`src/rtl/fpu_seq.sv`:
```
// fpu_seq: multicycle single-precision FP execution unit (FADD/FMUL/FSUB).
// Accepts a command in IDLE, then steps UNPACK -> EXEC -> NORM -> PACK and
// returns a registered result/flag pair with a one-cycle done pulse. Rounding
// is truncation; denormal inputs are flushed to zero.
//
// Ports:
//   clk        rising-edge clock
//   reset      asynchronous active-low reset
//   start      command valid, sampled only in IDLE
//   FPUControl 00 FADD, 01 FMUL, 10 FSUB, 11 reserved
//   SrcA/SrcB  IEEE-754 single operands
//   busy       high UNPACK..PACK
//   done       one-cycle pulse when FPUResult/FPUFlags update
//   FPUResult  registered result
//   FPUFlags   {N,Z,C,V}, registered with FPUResult
module fpu_seq #(
  parameter bit LAT_CHECK = 1'b1
) (
  input  logic        clk,
  input  logic        reset,
  input  logic        start,
  input  logic [1:0]  FPUControl,
  input  logic [31:0] SrcA,
  input  logic [31:0] SrcB,
  output logic        busy,
  output logic        done,
  output logic [31:0] FPUResult,
  output logic [3:0]  FPUFlags
);
  localparam logic [1:0]  OP_MUL = 2'b01;
  localparam logic [1:0]  OP_SUB = 2'b10;
  localparam logic [1:0]  OP_RSV = 2'b11;
  localparam logic [31:0] QNAN   = 32'h7FC0_0000;

  typedef enum logic [2:0] {IDLE, UNPACK, EXEC, NORM, PACK} state_t;

  typedef struct packed {
    logic        s;
    logic [7:0]  e;
    logic [23:0] m;
    logic        zero;
    logic        inf;
    logic        nan;
  } opnd_t;

  // Result decided in EXEC that bypasses normalization.
  typedef struct packed {
    logic        vld;
    logic [31:0] res;
    logic [3:0]  flg;
  } spec_t;

  function automatic opnd_t unpack(input logic [31:0] x, input logic flip);
    opnd_t o;
    o.s    = x[31] ^ flip;
    o.e    = x[30:23];
    o.zero = (x[30:23] == 8'd0);
    o.inf  = (x[30:23] == 8'hFF) && (x[22:0] == 23'd0);
    o.nan  = (x[30:23] == 8'hFF) && (x[22:0] != 23'd0);
    o.m    = o.zero ? 24'd0 : {1'b1, x[22:0]};
    return o;
  endfunction

  // ---------------------------------------------------------------- FSM
  state_t state_q, state_d;
  logic   accept;

  always_ff @(posedge clk or negedge reset)
    if (!reset) state_q <= IDLE;
    else        state_q <= state_d;

  always_comb begin
    state_d = state_q;
    accept  = 1'b0;
    unique case (state_q)
      IDLE:    if (start) begin accept = 1'b1; state_d = UNPACK; end
      UNPACK:  state_d = EXEC;
      EXEC:    state_d = NORM;
      NORM:    state_d = PACK;
      PACK:    state_d = IDLE;
      default: state_d = IDLE;
    endcase
  end

  assign busy = (state_q != IDLE);

  // ---------------------------------------------------------------- capture
  logic [1:0]  op_q;
  logic [31:0] a_q, b_q;

  always_ff @(posedge clk or negedge reset)
    if (!reset) begin
      op_q <= '0; a_q <= '0; b_q <= '0;
    end else if (accept) begin
      op_q <= FPUControl; a_q <= SrcA; b_q <= SrcB;
    end

  // ---------------------------------------------------------------- UNPACK
  // Stage registers advance every cycle; each is only consumed in its state.
  logic [1:0] u_op;
  opnd_t      u_a, u_b;

  always_ff @(posedge clk or negedge reset)
    if (!reset) begin
      u_op <= '0; u_a <= '0; u_b <= '0;
    end else begin
      u_op <= op_q;
      u_a  <= unpack(a_q, 1'b0);
      u_b  <= unpack(b_q, op_q == OP_SUB);  // FSUB = FADD with B negated
    end

  // ---------------------------------------------------------------- EXEC
  logic               is_mul, eff_sub, a_ge_b, big_s, inf_s;
  logic [7:0]         big_e, sml_e, sh_d;
  logic [23:0]        big_m, sml_m;
  logic [49:0]        sh_wide;
  logic [25:0]        sml_al;       // {significand, guard, sticky}
  logic [26:0]        big_al, sum;
  logic [47:0]        prod, x_sig_d;
  logic signed [10:0] mexp, x_exp_d;
  logic               x_sign_d;
  spec_t              spec_d;

  always_comb begin
    is_mul  = (u_op == OP_MUL);
    eff_sub = u_a.s ^ u_b.s;
    a_ge_b  = {u_a.e, u_a.m} >= {u_b.e, u_b.m};
    big_s   = a_ge_b ? u_a.s : u_b.s;
    big_e   = a_ge_b ? u_a.e : u_b.e;
    big_m   = a_ge_b ? u_a.m : u_b.m;
    sml_e   = a_ge_b ? u_b.e : u_a.e;
    sml_m   = a_ge_b ? u_b.m : u_a.m;
    sh_d    = big_e - sml_e;
    // Shift inside a 50-bit window so nothing falls off for sh_d <= 25;
    // everything below the guard position collapses into sticky.
    sh_wide = {sml_m, 26'd0} >> sh_d;
    sml_al  = (sh_d >= 8'd26) ? {25'd0, |sml_m}
                              : {sh_wide[49:25], |sh_wide[24:0]};
    big_al  = {1'b0, big_m, 2'b00};
    sum     = eff_sub ? (big_al - {1'b0, sml_al}) : (big_al + {1'b0, sml_al});
    prod    = {24'd0, u_a.m} * {24'd0, u_b.m};
    mexp    = $signed({3'b000, u_a.e}) + $signed({3'b000, u_b.e}) - 11'sd127;

    // Both paths land with the hidden bit at position 46.
    x_sig_d  = is_mul ? prod : {sum, 21'd0};
    x_exp_d  = is_mul ? mexp : $signed({3'b000, big_e});
    x_sign_d = is_mul ? (u_a.s ^ u_b.s) : big_s;
    inf_s    = is_mul ? (u_a.s ^ u_b.s) : (u_a.inf ? u_a.s : u_b.s);
    spec_d   = '0;

    if (u_op == OP_RSV)
      spec_d = '{1'b1, 32'd0, 4'b0100};
    else if (u_a.nan || u_b.nan)
      spec_d = '{1'b1, QNAN, 4'b0001};
    else if (is_mul ? ((u_a.inf && u_b.zero) || (u_a.zero && u_b.inf))
                    : (u_a.inf && u_b.inf && eff_sub))
      spec_d = '{1'b1, QNAN, 4'b0001};
    else if (u_a.inf || u_b.inf)
      spec_d = '{1'b1, {inf_s, 8'hFF, 23'd0}, {inf_s, 3'b000}};
    else if (!is_mul && (sum == 27'd0))
      spec_d = '{1'b1, 32'd0, 4'b0100};
    else if (is_mul && (u_a.zero || u_b.zero))
      spec_d = '{1'b1, {x_sign_d, 31'd0}, {x_sign_d, 3'b100}};
  end

  logic [47:0]        x_sig;
  logic signed [10:0] x_exp;
  logic               x_sign;
  spec_t              x_spec;

  always_ff @(posedge clk or negedge reset)
    if (!reset) begin
      x_sig <= '0; x_exp <= '0; x_sign <= 1'b0; x_spec <= '0;
    end else begin
      x_sig <= x_sig_d; x_exp <= x_exp_d; x_sign <= x_sign_d; x_spec <= spec_d;
    end

  // ---------------------------------------------------------------- NORM
  logic [5:0]         lz;
  logic [45:0]        nm;           // fraction bits below the hidden bit
  logic signed [10:0] n_exp_d;
  logic               lost;

  always_comb begin
    // Upward scan: the last hit is the highest set bit.
    lz = '0;
    for (int i = 0; i <= 46; i++)
      if (x_sig[i]) lz = 6'(46 - i);
    if (x_sig[47]) begin            // carry out: one step right
      nm      = x_sig[46:1];
      n_exp_d = x_exp + 11'sd1;
      lost    = x_sig[0];
    end else begin
      nm      = x_sig[45:0] << lz;
      n_exp_d = x_exp - $signed({5'd0, lz});
      lost    = 1'b0;
    end
  end

  logic [22:0]        n_mant;
  logic signed [10:0] n_exp;
  logic               n_sign, n_inx;
  spec_t              n_spec;

  always_ff @(posedge clk or negedge reset)
    if (!reset) begin
      n_mant <= '0; n_exp <= '0; n_sign <= 1'b0; n_inx <= 1'b0; n_spec <= '0;
    end else begin
      n_mant <= nm[45:23];
      n_exp  <= n_exp_d;
      n_sign <= x_sign;
      n_inx  <= (|nm[22:0]) | lost;
      n_spec <= x_spec;
    end

  // ---------------------------------------------------------------- PACK
  logic [31:0] res_d;
  logic [3:0]  flg_d;

  always_comb begin
    res_d = {n_sign, n_exp[7:0], n_mant};
    flg_d = {n_sign, 1'b0, n_inx, 1'b0};
    if (n_spec.vld) begin
      res_d = n_spec.res;
      flg_d = n_spec.flg;
    end else if (n_exp >= 11'sd255) begin
      res_d = {n_sign, 8'hFF, 23'd0};
      flg_d = {n_sign, 3'b011};
    end else if (n_exp <= 11'sd0) begin
      res_d = {n_sign, 31'd0};
      flg_d = {n_sign, 3'b110};
    end
  end

  always_ff @(posedge clk or negedge reset)
    if (!reset) begin
      done <= 1'b0; FPUResult <= '0; FPUFlags <= '0;
    end else begin
      done <= (state_q == PACK);
      if (state_q == PACK) begin
        FPUResult <= res_d;
        FPUFlags  <= flg_d;
      end
    end

  // ---------------------------------------------------------------- latency check
`ifndef SYNTHESIS
  generate
    if (LAT_CHECK) begin : g_lat
      logic [4:0] vld_pipe;
      always_ff @(posedge clk or negedge reset)
        if (!reset) vld_pipe <= '0;
        else        vld_pipe <= {vld_pipe[3:0], accept};
      a_lat: assert property (@(posedge clk) disable iff (!reset) done == vld_pipe[4])
        else $error("fpu_seq: done not 5 cycles after accepted start");
    end
  endgenerate
`endif
endmodule

```
`config.mk`:
```
export PLATFORM = sky130hd
export DESIGN_NAME = fpu_seq
export DESIGN_NICKNAME = d
export VERILOG_FILES = /design/src/rtl/fpu_seq.sv
export SDC_FILE = /design/constraint.sdc
export NUM_CORES = 2
export LEC_CHECK = 0
export CAP_MARGIN = 20
export CORE_ASPECT_RATIO = 0.9
export CORE_MARGIN = 4
export CORE_UTILIZATION = 56
export CTS_CLUSTER_SIZE = 30
export DETAILED_ROUTE_END_ITERATION = 7
export PLACE_DENSITY = 0.75
export SETUP_SLACK_MARGIN = 0.4
export SLEW_MARGIN = 20
export SYNTH_ARGS = -nofsm -noshare
export SYNTH_HDL_FRONTEND = slang
export SYNTH_SLANG_ARGS = --single-unit
```
`constraint.sdc`:
```
create_clock -name clk -period 28.8 [get_ports clk]
set_input_delay 4.32 -clock clk [delete_from_list [all_inputs] [get_ports clk]]
set_output_delay 4.32 -clock clk [all_outputs]
set_load 0.1 [all_outputs]
```
==> results.md <==
* Outcome: finished, final reports clean
* CTS tree: yes
* Ys async rst share at 1.00
* Synth top area share at 0.247
* Max-Cap Viols at 0
* H-tree Lvls at 2
* GRT Total Usage at 0.314
* Post-DRT Antenna Nets at 0
* Port Buf Inserts at between 100 and 150
* Slew Limit Fails at 0
* Final number of hold-violating endpoints at 0
* Critical path peak fanout at 66
* Row cnt at 91
* EDFF count, synth at 0
* CTS Buffer Depth at 3
* Avg Inst Size Synth at approximately 8.6 um^2
* CTS Buf Count at 34
* Worst Setup SP: u_b[24]
* Yosys Warn Count at 0
* Multi-input logic area at 0.0288 mm^2
* Mapped cell area at 0.0393 mm^2
* Initial antenna violation count at 1
* Achievable Freq at 77.3 MHz
* Synth Area in Compound Gates at 0.116
* Core area at between 0.06 and 0.07 mm^2
* First-pass GRT wire length at ~180,000 um
* Drt via density at approximately 6
* Congestion Overflow GR at 0
* Top cell type by total area after synthesis: fa_1
* Multiplexer share of the synthesized area at 0.0727
* Largest net degree at the start of global routing at ~110
* Post-Synth XOR/XNOR Area at 0.0191
* Top Ports at about 110
* Sequential area share after synthesis at 0.181
* Simple-Gate Fraction of Synth Area at 0.179
* Drt first pass iters at 6
* Top post-synthesis cells by area: fa_1, dfrtp_1, ha_1
* Clk slew on worst S/H paths at approximately 60 ps
* RSZ-0062 raised after global routing: false
* WL/cell at around 21 um
* CP Capture Type: flop
* Post-CTS setup buffer count at 0
* Post-cts hold buffer count at 0
* Cell variety after synth at about 100
* Initial core utilization at 0.570
* Critical path's most frequent cell: a21oi_1
* Vias in the first global route at roughly 33,000
* Period utilisation layout at 0.449
* N_diodes at 0
* Synth top cells by count: nand2_1, inv_1, fa_1
* Max incr delay on CP at just under 1000 ps
* Hold Crit Start: x_sign
* HPWL after DPL at around 90,000 um
* Die ar. at approximately 0.075 mm^2
* Worst hold-check path type: flop to flop
* Slew margin rel. at 0.239
* Largest family of logic cells by synthesized area: adder cells
* Layout Skew at approximately 23 ps
* Share of cells above drive strength 1 at 0.0628
* Post-cts sizing count at 0
* Residual DRC count at 0
* CTS root buffer: clkbuf_16
* Clk sink count at ~280
* FF+latch area at ~0.0071 mm^2
* Final nets at ~5,400
* Tightest Pin Transition at 1130 ps
* Finish-stage setup viols at 0
* Synth Flop Type: dfrtp_1
* Synthesized flop and latch total at between 200 and 300
* Die Wd at roughly 290 um
* Min Clock Period, post-route at ~13,000 ps
* Worst r2r src: u_b[24]
* Top-count cell post-synth: nand2_1
* DR iter-0 viols at approximately 3,700
* Worst endpoint required time at between 20,000 and 30,000 ps
* Vias at between 30,000 and 40,000
* Syn nets at 5,412
* Setup_tns at 0 ps
* Clock insertion delay at the later pin of the skew report at 560 ps
* Worst EP arrival at roughly 13,000 ps
* Crit path kind: flop to flop
* CP startpoint kind: flop
* Buffers & Inverters on Critical Path at 3
* Syn Inst Count at 4,552
* CP delay by family, top: compound AO/OA/AOI/OAI gates
* Routability cong. at between 0.9 and 1
* Routed WL at around 120,000 um
* Synth-to-Final Area Change at 7.71%
* Die H at ~260 um
* Adder-Cell Fraction of Synth Area at 0.345
* CP max-delay cell: dfrtp_1
* Filler cells at ~6,000
## per-stage QoR
| stage | instance area, um^2 | utilization | setup slack (ps) | std cells | hold WS (ps) |
|---|---|---|---|---|---|
| finish | 42300 | 0.614 | 15860 | 5452 | 346 |
| global route | 42300 | 0.614 | 15230 | 5452 | 349 |
| CTS | 42300 | 0.614 | 16380 | 5451 | 347 |
| detailed placement | 41100 | 0.596 | 16460 | 5391 | 335 |
| floorplan | 39300 | - | 19010 | 4552 | 331 |
| global placement | 41100 | 0.596 | 16800 | 5391 | 332 |
## cell type report
| type | instances | area share |
|---|---|---|
| clock buffers | 44 | 0.0224 |
| clock inverters | 16 | 0.00629 |
| inverters | 645 | 0.0572 |
| multi-input cells | 3351 | 0.680 |
| flip-flops and latches | 284 | 0.168 |
| well taps | 930 | 0.0275 |
| repair buffers | 182 | 0.0388 |
## state kept, by name, indices dropped and copies added (netlist names)
| name | flops |
|---|---|
| u_a | 36 |
| x_spec | 5 |
| done | 1 |
| n_spec | 5 |
| FPUFlags | 3 |
| n_sign | 1 |
| op_q | 2 |
| b_q | 32 |
| n_exp | 11 |
| x_sign | 1 |
| x_sig | 48 |
| u_op | 2 |
| n_mant | 23 |
| x_exp | 10 |
| FPUResult | 32 |
| n_inx | 1 |
| a_q | 32 |
| state_q | 3 |
| u_b | 36 |
## cell families after synthesis
logic type,Yosys count
fa+ha+maj,792
flops,284
xor+xnor,81
simple gates,1508
mux,262
buf+inv,917
compound gates,708
## placed cells by master (no fill, tap or decap), types with 22 or more instances in the layout
cell,n
ha_1,305
nand2b_1,26
a211oi_1,23
and3_1,22
o21ai_0,180
nor4_1,46
buf_4,75
nor2b_1,26
fa_1,485
a31oi_1,31
mux2i_1,156
a21o_1,37
a21oi_1,198
and2_1,236
dfrtp_1,284
mux2_2,97
clkdlybuf4s50_1,105
nand4_1,24
nand2_1,646
xnor2_1,56
nor2_1,291
clkbuf_16,34
inv_1,641
nand3_1,49
nor3_1,74
## layer usage
metal / part of all wire / track usage / up-vias
met5: 0 / 0 / -
met4: 0.040 / 0.107 / 0
met3: 0.10 / 0.0753 / 230
met2: 0.44 / 0.473 / 1656
met1: 0.42 / 0.448 / 16100
li1: - / - / 14700
## worst paths after layout
check | to | slack (ps) | cells past startpoint
min | n_sign | 350 | 0
min reg2reg | n_sign | 350 | 0
max | x_spec[2] | 15860 | 42
min in group asynchronous | x_spec[34] | 3800 | 1
max reg2reg | x_spec[2] | 15860 | 42
max in group asynchronous | x_sig[19] | 22880 | 3
Power is not shown: default switching activity piles up to over one toggle a cycle in this logic, so the estimate is an artifact.
